<file path="src/rtl/miner_pkg.sv">
// Shared definitions for the nonce scheduler slice.
// Contents:
//   sched_state_t       - scheduler FSM state encoding
//   DEF_* localparams   - default parameter constants
//   RES_W               - width of one result FIFO entry {nonce, hash}
//   hash_meets_target() - leading-zero test on a 256-bit hash
//   sat_inc8()          - saturating 8-bit increment
package miner_pkg;

    typedef enum logic [1:0] {
        ST_IDLE  = 2'd0,
        ST_FLUSH = 2'd1,
        ST_RUN   = 2'd2,
        ST_DRAIN = 2'd3
    } sched_state_t;

    localparam int DEF_FLUSH_CYCLES = 64;
    localparam int DEF_ZERO_BITS    = 32;
    localparam int DEF_RES_DEPTH    = 4;
    localparam int RES_W            = 288;

    // True when the top zero_bits bits of the hash are all zero.
    function automatic logic hash_meets_target(input logic [255:0] hash, input int zero_bits);
        logic ok;
        ok = 1'b1;
        for (int i = 0; i < 256; i++) begin
            if ((i >= (256 - zero_bits)) && hash[i]) begin
                ok = 1'b0;
            end else begin
                ok = ok;
            end
        end
        return ok;
    endfunction

    // Increment that sticks at 255.
    function automatic logic [7:0] sat_inc8(input logic [7:0] value);
        logic [7:0] result;
        if (value == 8'hFF) begin
            result = 8'hFF;
        end else begin
            result = value + 8'd1;
        end
        return result;
    endfunction

endpackage

</file>
<file path="src/rtl/result_fifo.sv">
// Small synchronous FIFO holding qualified results.
// Read data is first-word-fall-through: rd_data shows the head entry while
// empty is low, and reads as zero while the FIFO is empty.
// Ports:
//   clk, rst          - clock and synchronous active-high reset
//   push, push_data   - write request; accepted when not full or when a pop
//                       happens in the same cycle
//   pop               - read request; ignored while empty
//   rd_data           - head entry
//   full, empty       - occupancy flags
module result_fifo
    import miner_pkg::*;
#(
    parameter int WIDTH = RES_W,
    parameter int DEPTH = DEF_RES_DEPTH
) (
    input  logic             clk,
    input  logic             rst,
    input  logic             push,
    input  logic [WIDTH-1:0] push_data,
    input  logic             pop,
    output logic [WIDTH-1:0] rd_data,
    output logic             full,
    output logic             empty
);

    localparam int AW = (DEPTH > 1) ? $clog2(DEPTH) : 1;

    logic [WIDTH-1:0] mem_r [DEPTH];
    logic [AW-1:0]    wr_ptr_r;
    logic [AW-1:0]    rd_ptr_r;
    logic [AW:0]      count_r;
    logic             full_s;
    logic             empty_s;
    logic             wr_en_s;
    logic             rd_en_s;

    assign full_s  = (count_r == (AW + 1)'(DEPTH));
    assign empty_s = (count_r == '0);
    // A full FIFO still takes a push when the head leaves in the same cycle.
    assign rd_en_s = pop && !empty_s;
    assign wr_en_s = push && (!full_s || rd_en_s);
    assign full    = full_s;
    assign empty   = empty_s;

    // Storage array write port.
    always_ff @(posedge clk) begin
        if (wr_en_s) begin
            mem_r[wr_ptr_r] <= push_data;
        end
    end

    // Pointer and occupancy bookkeeping.
    always_ff @(posedge clk) begin
        if (rst) begin
            wr_ptr_r <= '0;
            rd_ptr_r <= '0;
            count_r  <= '0;
        end else begin
            if (wr_en_s) begin
                wr_ptr_r <= wr_ptr_r + AW'(1);
            end
            if (rd_en_s) begin
                rd_ptr_r <= rd_ptr_r + AW'(1);
            end
            case ({wr_en_s, rd_en_s})
                2'b10:   count_r <= count_r + (AW + 1)'(1);
                2'b01:   count_r <= count_r - (AW + 1)'(1);
                default: count_r <= count_r;
            endcase
        end
    end

    // Head entry, zeroed while empty so stale data never leaks out.
    always_comb begin
        rd_data = '0;
        if (empty_s) begin
            rd_data = '0;
        end else begin
            rd_data = mem_r[rd_ptr_r];
        end
    end

endmodule

</file>
<file path="src/rtl/nonce_scheduler.sv">
// Nonce scheduler for a double-SHA mining datapath.
// Loads a job, walks dp_nonce from job_start to job_end as the datapath
// accepts nonces, ignores results during the datapath latency after a load
// (FLUSH), then captures hashes with ZERO_BITS leading zeros into a result
// FIFO. After the last nonce the datapath is drained for FLUSH_CYCLES more
// cycles before done pulses.
// Ports:
//   clk, rst                         - clock, synchronous active-high reset
//   job_valid, job_x/y/start/end     - job load (always accepted)
//   dp_x, dp_y, dp_nonce             - to datapath
//   dp_accepted                      - datapath took dp_nonce
//   dp_hash, dp_out_nonce            - datapath results, one per cycle
//   res_valid/ready/nonce/hash       - result stream
//   busy, done, drop_count           - status
module nonce_scheduler
    import miner_pkg::*;
#(
    parameter int FLUSH_CYCLES = DEF_FLUSH_CYCLES,
    parameter int ZERO_BITS    = DEF_ZERO_BITS,
    parameter int RES_DEPTH    = DEF_RES_DEPTH
) (
    input  logic         clk,
    input  logic         rst,
    input  logic         job_valid,
    input  logic [255:0] job_x,
    input  logic [95:0]  job_y,
    input  logic [31:0]  job_start,
    input  logic [31:0]  job_end,
    output logic [255:0] dp_x,
    output logic [95:0]  dp_y,
    output logic [31:0]  dp_nonce,
    input  logic         dp_accepted,
    input  logic [255:0] dp_hash,
    input  logic [31:0]  dp_out_nonce,
    output logic         res_valid,
    input  logic         res_ready,
    output logic [31:0]  res_nonce,
    output logic [255:0] res_hash,
    output logic         busy,
    output logic         done,
    output logic [7:0]   drop_count
);

    localparam int CNT_W = (FLUSH_CYCLES < 1) ? 1 : $clog2(FLUSH_CYCLES + 1);

    sched_state_t       state_r;
    logic [CNT_W-1:0]   cnt_r;
    logic [255:0]       dp_x_r;
    logic [95:0]        dp_y_r;
    logic [31:0]        nonce_r;
    logic [31:0]        job_end_r;
    logic               busy_r;
    logic               done_r;
    logic [7:0]         drop_count_r;
    logic [31:0]        last_nonce_r;
    logic               last_valid_r;

    logic               qualify_s;
    logic               drop_s;
    logic               fifo_full_s;
    logic               fifo_empty_s;
    logic [RES_W-1:0]   fifo_rd_data_s;

    assign dp_x       = dp_x_r;
    assign dp_y       = dp_y_r;
    assign dp_nonce   = nonce_r;
    assign busy       = busy_r;
    assign done       = done_r;
    assign drop_count = drop_count_r;
    assign res_valid  = !fifo_empty_s;
    assign res_nonce  = fifo_rd_data_s[RES_W-1 -: 32];
    assign res_hash   = fifo_rd_data_s[255:0];

    // Main scheduler FSM: job load, nonce walk, flush and drain timing.
    always_ff @(posedge clk) begin
        if (rst) begin
            state_r   <= ST_IDLE;
            cnt_r     <= '0;
            dp_x_r    <= '0;
            dp_y_r    <= '0;
            nonce_r   <= 32'd0;
            job_end_r <= 32'd0;
            busy_r    <= 1'b0;
            done_r    <= 1'b0;
        end else if (job_valid) begin
            // A new job wins over anything the current job is doing.
            state_r   <= ST_FLUSH;
            cnt_r     <= CNT_W'(FLUSH_CYCLES);
            dp_x_r    <= job_x;
            dp_y_r    <= job_y;
            nonce_r   <= job_start;
            job_end_r <= job_end;
            busy_r    <= 1'b1;
            done_r    <= 1'b0;
        end else begin
            done_r <= 1'b0;
            case (state_r)
                ST_IDLE: begin
                    busy_r <= 1'b0;
                end
                ST_FLUSH, ST_RUN: begin
                    if (dp_accepted && (nonce_r == job_end_r)) begin
                        // Last nonce issued: hold it and wait out the pipeline.
                        state_r <= ST_DRAIN;
                        cnt_r   <= CNT_W'(FLUSH_CYCLES);
                    end else begin
                        if (dp_accepted) begin
                            nonce_r <= nonce_r + 32'd1;
                        end
                        if (state_r == ST_FLUSH) begin
                            if (cnt_r <= CNT_W'(1)) begin
                                state_r <= ST_RUN;
                                cnt_r   <= '0;
                            end else begin
                                cnt_r <= cnt_r - CNT_W'(1);
                            end
                        end
                    end
                    busy_r <= 1'b1;
                end
                ST_DRAIN: begin
                    if (cnt_r <= CNT_W'(1)) begin
                        state_r <= ST_IDLE;
                        cnt_r   <= '0;
                        busy_r  <= 1'b0;
                        done_r  <= 1'b1;
                    end else begin
                        cnt_r  <= cnt_r - CNT_W'(1);
                        busy_r <= 1'b1;
                    end
                end
                default: begin
                    state_r <= ST_IDLE;
                    busy_r  <= 1'b0;
                end
            endcase
        end
    end

    // Result qualification; the last-nonce compare suppresses repeats of a
    // held terminal nonce coming out of the datapath.
    always_comb begin
        qualify_s = 1'b0;
        drop_s    = 1'b0;
        if (((state_r == ST_RUN) || (state_r == ST_DRAIN)) &&
            hash_meets_target(dp_hash, ZERO_BITS) &&
            !(last_valid_r && (dp_out_nonce == last_nonce_r))) begin
            qualify_s = 1'b1;
        end else begin
            qualify_s = 1'b0;
        end
        // A pop in the same cycle frees the slot, so only then is it not a drop.
        if (qualify_s && fifo_full_s && !res_ready) begin
            drop_s = 1'b1;
        end else begin
            drop_s = 1'b0;
        end
    end

    // Last qualified nonce tracking and drop counter.
    always_ff @(posedge clk) begin
        if (rst) begin
            last_nonce_r <= 32'd0;
            last_valid_r <= 1'b0;
            drop_count_r <= 8'd0;
        end else begin
            if (qualify_s) begin
                last_nonce_r <= dp_out_nonce;
                last_valid_r <= 1'b1;
            end
            if (drop_s) begin
                drop_count_r <= sat_inc8(drop_count_r);
            end
        end
    end

    result_fifo #(
        .WIDTH (RES_W),
        .DEPTH (RES_DEPTH)
    ) u_result_fifo (
        .clk       (clk),
        .rst       (rst),
        .push      (qualify_s),
        .push_data ({dp_out_nonce, dp_hash}),
        .pop       (res_ready),
        .rd_data   (fifo_rd_data_s),
        .full      (fifo_full_s),
        .empty     (fifo_empty_s)
    );

endmodule

</file>
<file path="config.mk">
export PLATFORM = sky130hd
export DESIGN_NAME = nonce_scheduler
export DESIGN_NICKNAME = d
export VERILOG_FILES = /design/src/rtl/miner_pkg.sv /design/src/rtl/result_fifo.sv /design/src/rtl/nonce_scheduler.sv
export SDC_FILE = /design/constraint.sdc
export NUM_CORES = 2
export LEC_CHECK = 0
export BUFFER_PORTS_ARGS = -buffer_cell sky130_fd_sc_hd__clkbuf_2
export CELL_PAD_IN_SITES_DETAIL_PLACEMENT = 1
export CELL_PAD_IN_SITES_GLOBAL_PLACEMENT = 2
export CORE_AREA = 2 2 546 548
export DETAILED_ROUTE_END_ITERATION = 10
export DIE_AREA = 0 0 548 550
export PLACE_DENSITY_LB_ADDON = 0.1
export SKIP_LAST_GASP = 1
export SLEW_MARGIN = 20
export SYNTH_ARGS = -nofsm -noshare
export SYNTH_HDL_FRONTEND = slang
export SYNTH_SLANG_ARGS = --single-unit
</file>
<file path="constraint.sdc">
create_clock -name clk -period 13.9 [get_ports clk]
set_input_delay 2.78 -clock clk [delete_from_list [all_inputs] [get_ports clk]]
set_output_delay 2.78 -clock clk [all_outputs]
set_load 0.02 [all_outputs]
</file>
==> out/metrics.cfg <==
[status]
status=finished, final reports clean

[grt]
grt_start_max_net_pins=122
grt_pass1_vias=40454
grt_pass1_wl_mm=344
antenna_found_initial=163
grt.overflow.total=0
grt_usage_pct=16.4

[critical_path]
arrival_ps=7740
critPathKind=input port to register
cp_max_fo=51
cp.required_ps=14370
startpoint_type=input port
r2r-start=state_r[1]$_SDFFE_PP0P_
r2r-end=u_result_fifo.mem_r[3][242]$_DFFE_PP_
r2r_slack_ps=9140
cp-end-kind=register
startpoint=dp_hash[241]
worstSetupEndpoint=u_result_fifo.mem_r[3][242]$_DFFE_PP_
reg2reg_depth=7

[power_and_ir_drop]
clockPowerShare_pct=45.4
power_w=0.0112
p_int_w=0.00845
sequentialPowerShare_pct=47.6
comb_power_share_pct=7.0
cellLeakagePower_nw=30.4
vdd_drop_max_mv=0.0832
swShare_pct=24.5
switchingPower_w=0.00275
p_per_area_nw_per_um2=140

[route]
vias_per_cell=4.09
drt-wirelength-per-cell_um=27.7
drtAntennaViolNets=0
routed_wl_mm=255
drc=0
dr.pass1.iters=5
dr_total_vias=37687
drtIter0Drc=1799

[logic_synthesis]
synth.area.top_cells=edfxtp_1 56%, dfxtp_1 15%, mux4_2 10%, mux2i_1 6.8%, and2_1 3.0%
synth_nets=4390
synth_xor_area_share_pct=1.40
synth_top_area_share_pct=55.9
synth_seq_cells=1629
synth_ff_type=edfxtp_1
synth.cells.most_frequent=1152 x edfxtp_1, 477 x dfxtp_1, 469 x nor2_1, 420 x mux2i_1, 295 x and2_1
yosys_warnings=0
synth.distinct_cells=63
synth-simple-area-share_pct=7.32
yosys.area.top_type=edfxtp_1
synth_cells=3667
muxShareOfSynthArea_pct=17.3
synth_edf_count=1152
yosysSeqAreaShare_pct=71.3
synth-adder-area-share_pct=0.295
avgSynthCellArea_um2=16.9
synth-async-reset-ratio_pct=0
synth_area_um2=61900
synth_compound_area_share_pct=0.908
yosysMostFrequentCell=edfxtp_1
synth_top_family_by_area=multiplexers

[clock_network]
clock_latency_ps=870
post_cts_buffers=0
cts_resized=0
cts_tree=done
numCtsBuffers=202
root_buffer=clkbuf_16
h-tree-depth=4
hold_buffers=0
cts.clk_slew.worst_paths_ps=50
clockBufferDepth=4
cts_sinks=1629

[timing]
layout_min_cycle_time_ps=7270
timing.slew.headroom_pct=15.1
maxSlewViolCount=0
fmax_ghz=0.137
setup_tns_ps=0
setup_viol=0
rsz0062_at_grt=no
fin_skew_ps=87.1
period_share_pct=52.3
hold_viol_final=0
tightest_slew_ps=1260

[job]
cap_violations=0

[place]
io_buffers=1391
gp_congestion=0.768
dpl-instance-area_um2=73500
hpwlAfterDp_mm=183

[floorplan]
core_um2=296000
io-pin-count=1392
rows=200
fp.dieH_um=550
dieArea_um2=301000
die_w_um=548
start_util_pct=20.9

[final_layout]
area_growth_pct=28.9
stdcell_area_um2=79800
layout-drive-gt1-share_pct=38.7
num-nets-final=5824
fillers=31664

[worst_hold_path]
hold_class=register to register

## power by group through the flow
stage | clock (W) | sequential (W) | combinational, W
5_1_grt | 0.00547 | 0.00533 | 0.000856
4_1_cts | 0.00531 | 0.00533 | 0.000808
2_1_floorplan | 0 | 0.00549 | 0.000316
3_5_place_dp | 0 | 0.00543 | 0.000805
3_3_place_gp | 0 | 0.00543 | 0.000801
6_report | 0.00508 | 0.00533 | 0.000784
## critical path, cell delays in order
cell	delay [ps]
clkbuf_2	120
nor4_1	1060
nand3_1	440
nor3_1	550
o311a_1	420
and2_4	760
buf_4	800
buf_4	650
## worst min path at each step
| stage | from | to | slack [ps] | depth (start not counted) |
|---|---|---|---|---|
| after global routing | last_valid_r$_SDFFE_PP0P_ | last_valid_r$_SDFFE_PP0P_ | 510 | 2 |
| after detailed placement | last_valid_r$_SDFFE_PP0P_ | last_valid_r$_SDFFE_PP0P_ | 460 | 2 |
| after floorplan | last_valid_r$_SDFFE_PP0P_ | last_valid_r$_SDFFE_PP0P_ | 440 | 2 |
| after CTS | dp_x[189]$_SDFFE_PP0P_ | dp_x[189]$_SDFFE_PP0P_ | 500 | 2 |
| after global placement | last_valid_r$_SDFFE_PP0P_ | last_valid_r$_SDFFE_PP0P_ | 460 | 2 |
| final | dp_x[192]$_SDFFE_PP0P_ | dp_x[192]$_SDFFE_PP0P_ | 490 | 2 |
## layer usage
metal  share of wire (%)  up-vias  global-route usage, %  wire length, um
met1                  38    19118                   18.3            96000
met3                  10      493                   7.60            26300
met2                  50     1304                   28.6           127000
li1                    -    16704                      -                -
met5                0.17        -                      0              423
met4                 2.2       68                   3.12             5710
## cells in the final DEF, fill, tap and decap left out, types with 5 or more instances in the layout
| master | synthesis | final |
|---|---|---|
| or3_1 | 8 | 7 |
| nor4_2 | 7 | 8 |
| nand2_1 | 26 | 26 |
| and2_1 | 295 | 291 |
| clkinv_1 | 1 | 39 |
| nand4_1 | 8 | 8 |
| dfxtp_1 | 477 | 475 |
| o21ai_1 | 5 | 5 |
| clkbuf_1 | 123 | 51 |
| diode_2 | 0 | 19 |
| inv_1 | 20 | 20 |
| nor3_2 | 6 | 5 |
| a21oi_1 | 17 | 17 |
| xor2_1 | 69 | 69 |
| buf_4 | 0 | 43 |
| nor3_1 | 16 | 16 |
| clkbuf_2 | 0 | 1389 |
| mux4_2 | 288 | 288 |
| mux2i_1 | 420 | 420 |
| xnor2_1 | 30 | 30 |
| nor4_1 | 28 | 27 |
| clkbuf_8 | 0 | 19 |
| ha_1 | 13 | 13 |
| nor2_1 | 469 | 469 |
| buf_12 | 0 | 6 |
| nand3_1 | 17 | 17 |
| o21ai_0 | 5 | 5 |
| a211oi_1 | 25 | 25 |
| bufinv_16 | 0 | 6 |
| edfxtp_1 | 1152 | 1152 |
| clkbuf_16 | 0 | 203 |
| clkinv_2 | 0 | 32 |
## stage by stage
stage / setup slack [ps] / util (%) / cells / hold slack [ps]
2_1_floorplan: 2960 / - / 3667 / 440
3_3_place_gp: 5640 / 24.9 / 8836 / 455
3_5_place_dp: 5550 / 24.9 / 8836 / 464
4_1_cts: 6400 / 27.0 / 9202 / 497
5_1_grt: 6310 / 27.0 / 9206 / 512
6_report: 6630 / 27.0 / 9221 / 492
## cell type report
cell class	count	area (um^2)	area share (%)
Tap cell	3939	4930	6.18
Antenna cell	19	47.5	0.0596
Timing Repair Buffer	1440	7420	9.30
Clock inverter	93	748	0.938
Sequential cell	1629	44100	55.3
Inverter	21	78.8	0.0988
Clock buffer	273	5530	6.93
Multi-Input combinational cell	1807	16900	21.2
## kinds of logic (layout without fill, tap and decap cells)
kind of cell,after synthesis,count (layout)
buf+inv,231,1827
xor+xnor,99,99
flops,1629,1629
other cells,0,19
compound gates,79,79
simple gates,906,906
fa+ha+maj,14,14
mux,709,709
## registers in the layout, summed over array words and instances (netlist names), 2 cells and up, named ones only
name                    flops
u_result_fifo.rd_ptr_r      2
last_nonce_r               32
cnt_r                       7
job_end_r                  32
u_result_fifo.wr_ptr_r      2
dp_y                       96
u_result_fifo.mem_r      1152
state_r                     2
u_result_fifo.count_r       3
dp_x                      256
drop_count                  8
dp_nonce                   32
Power figures use the tool's default switching activity.
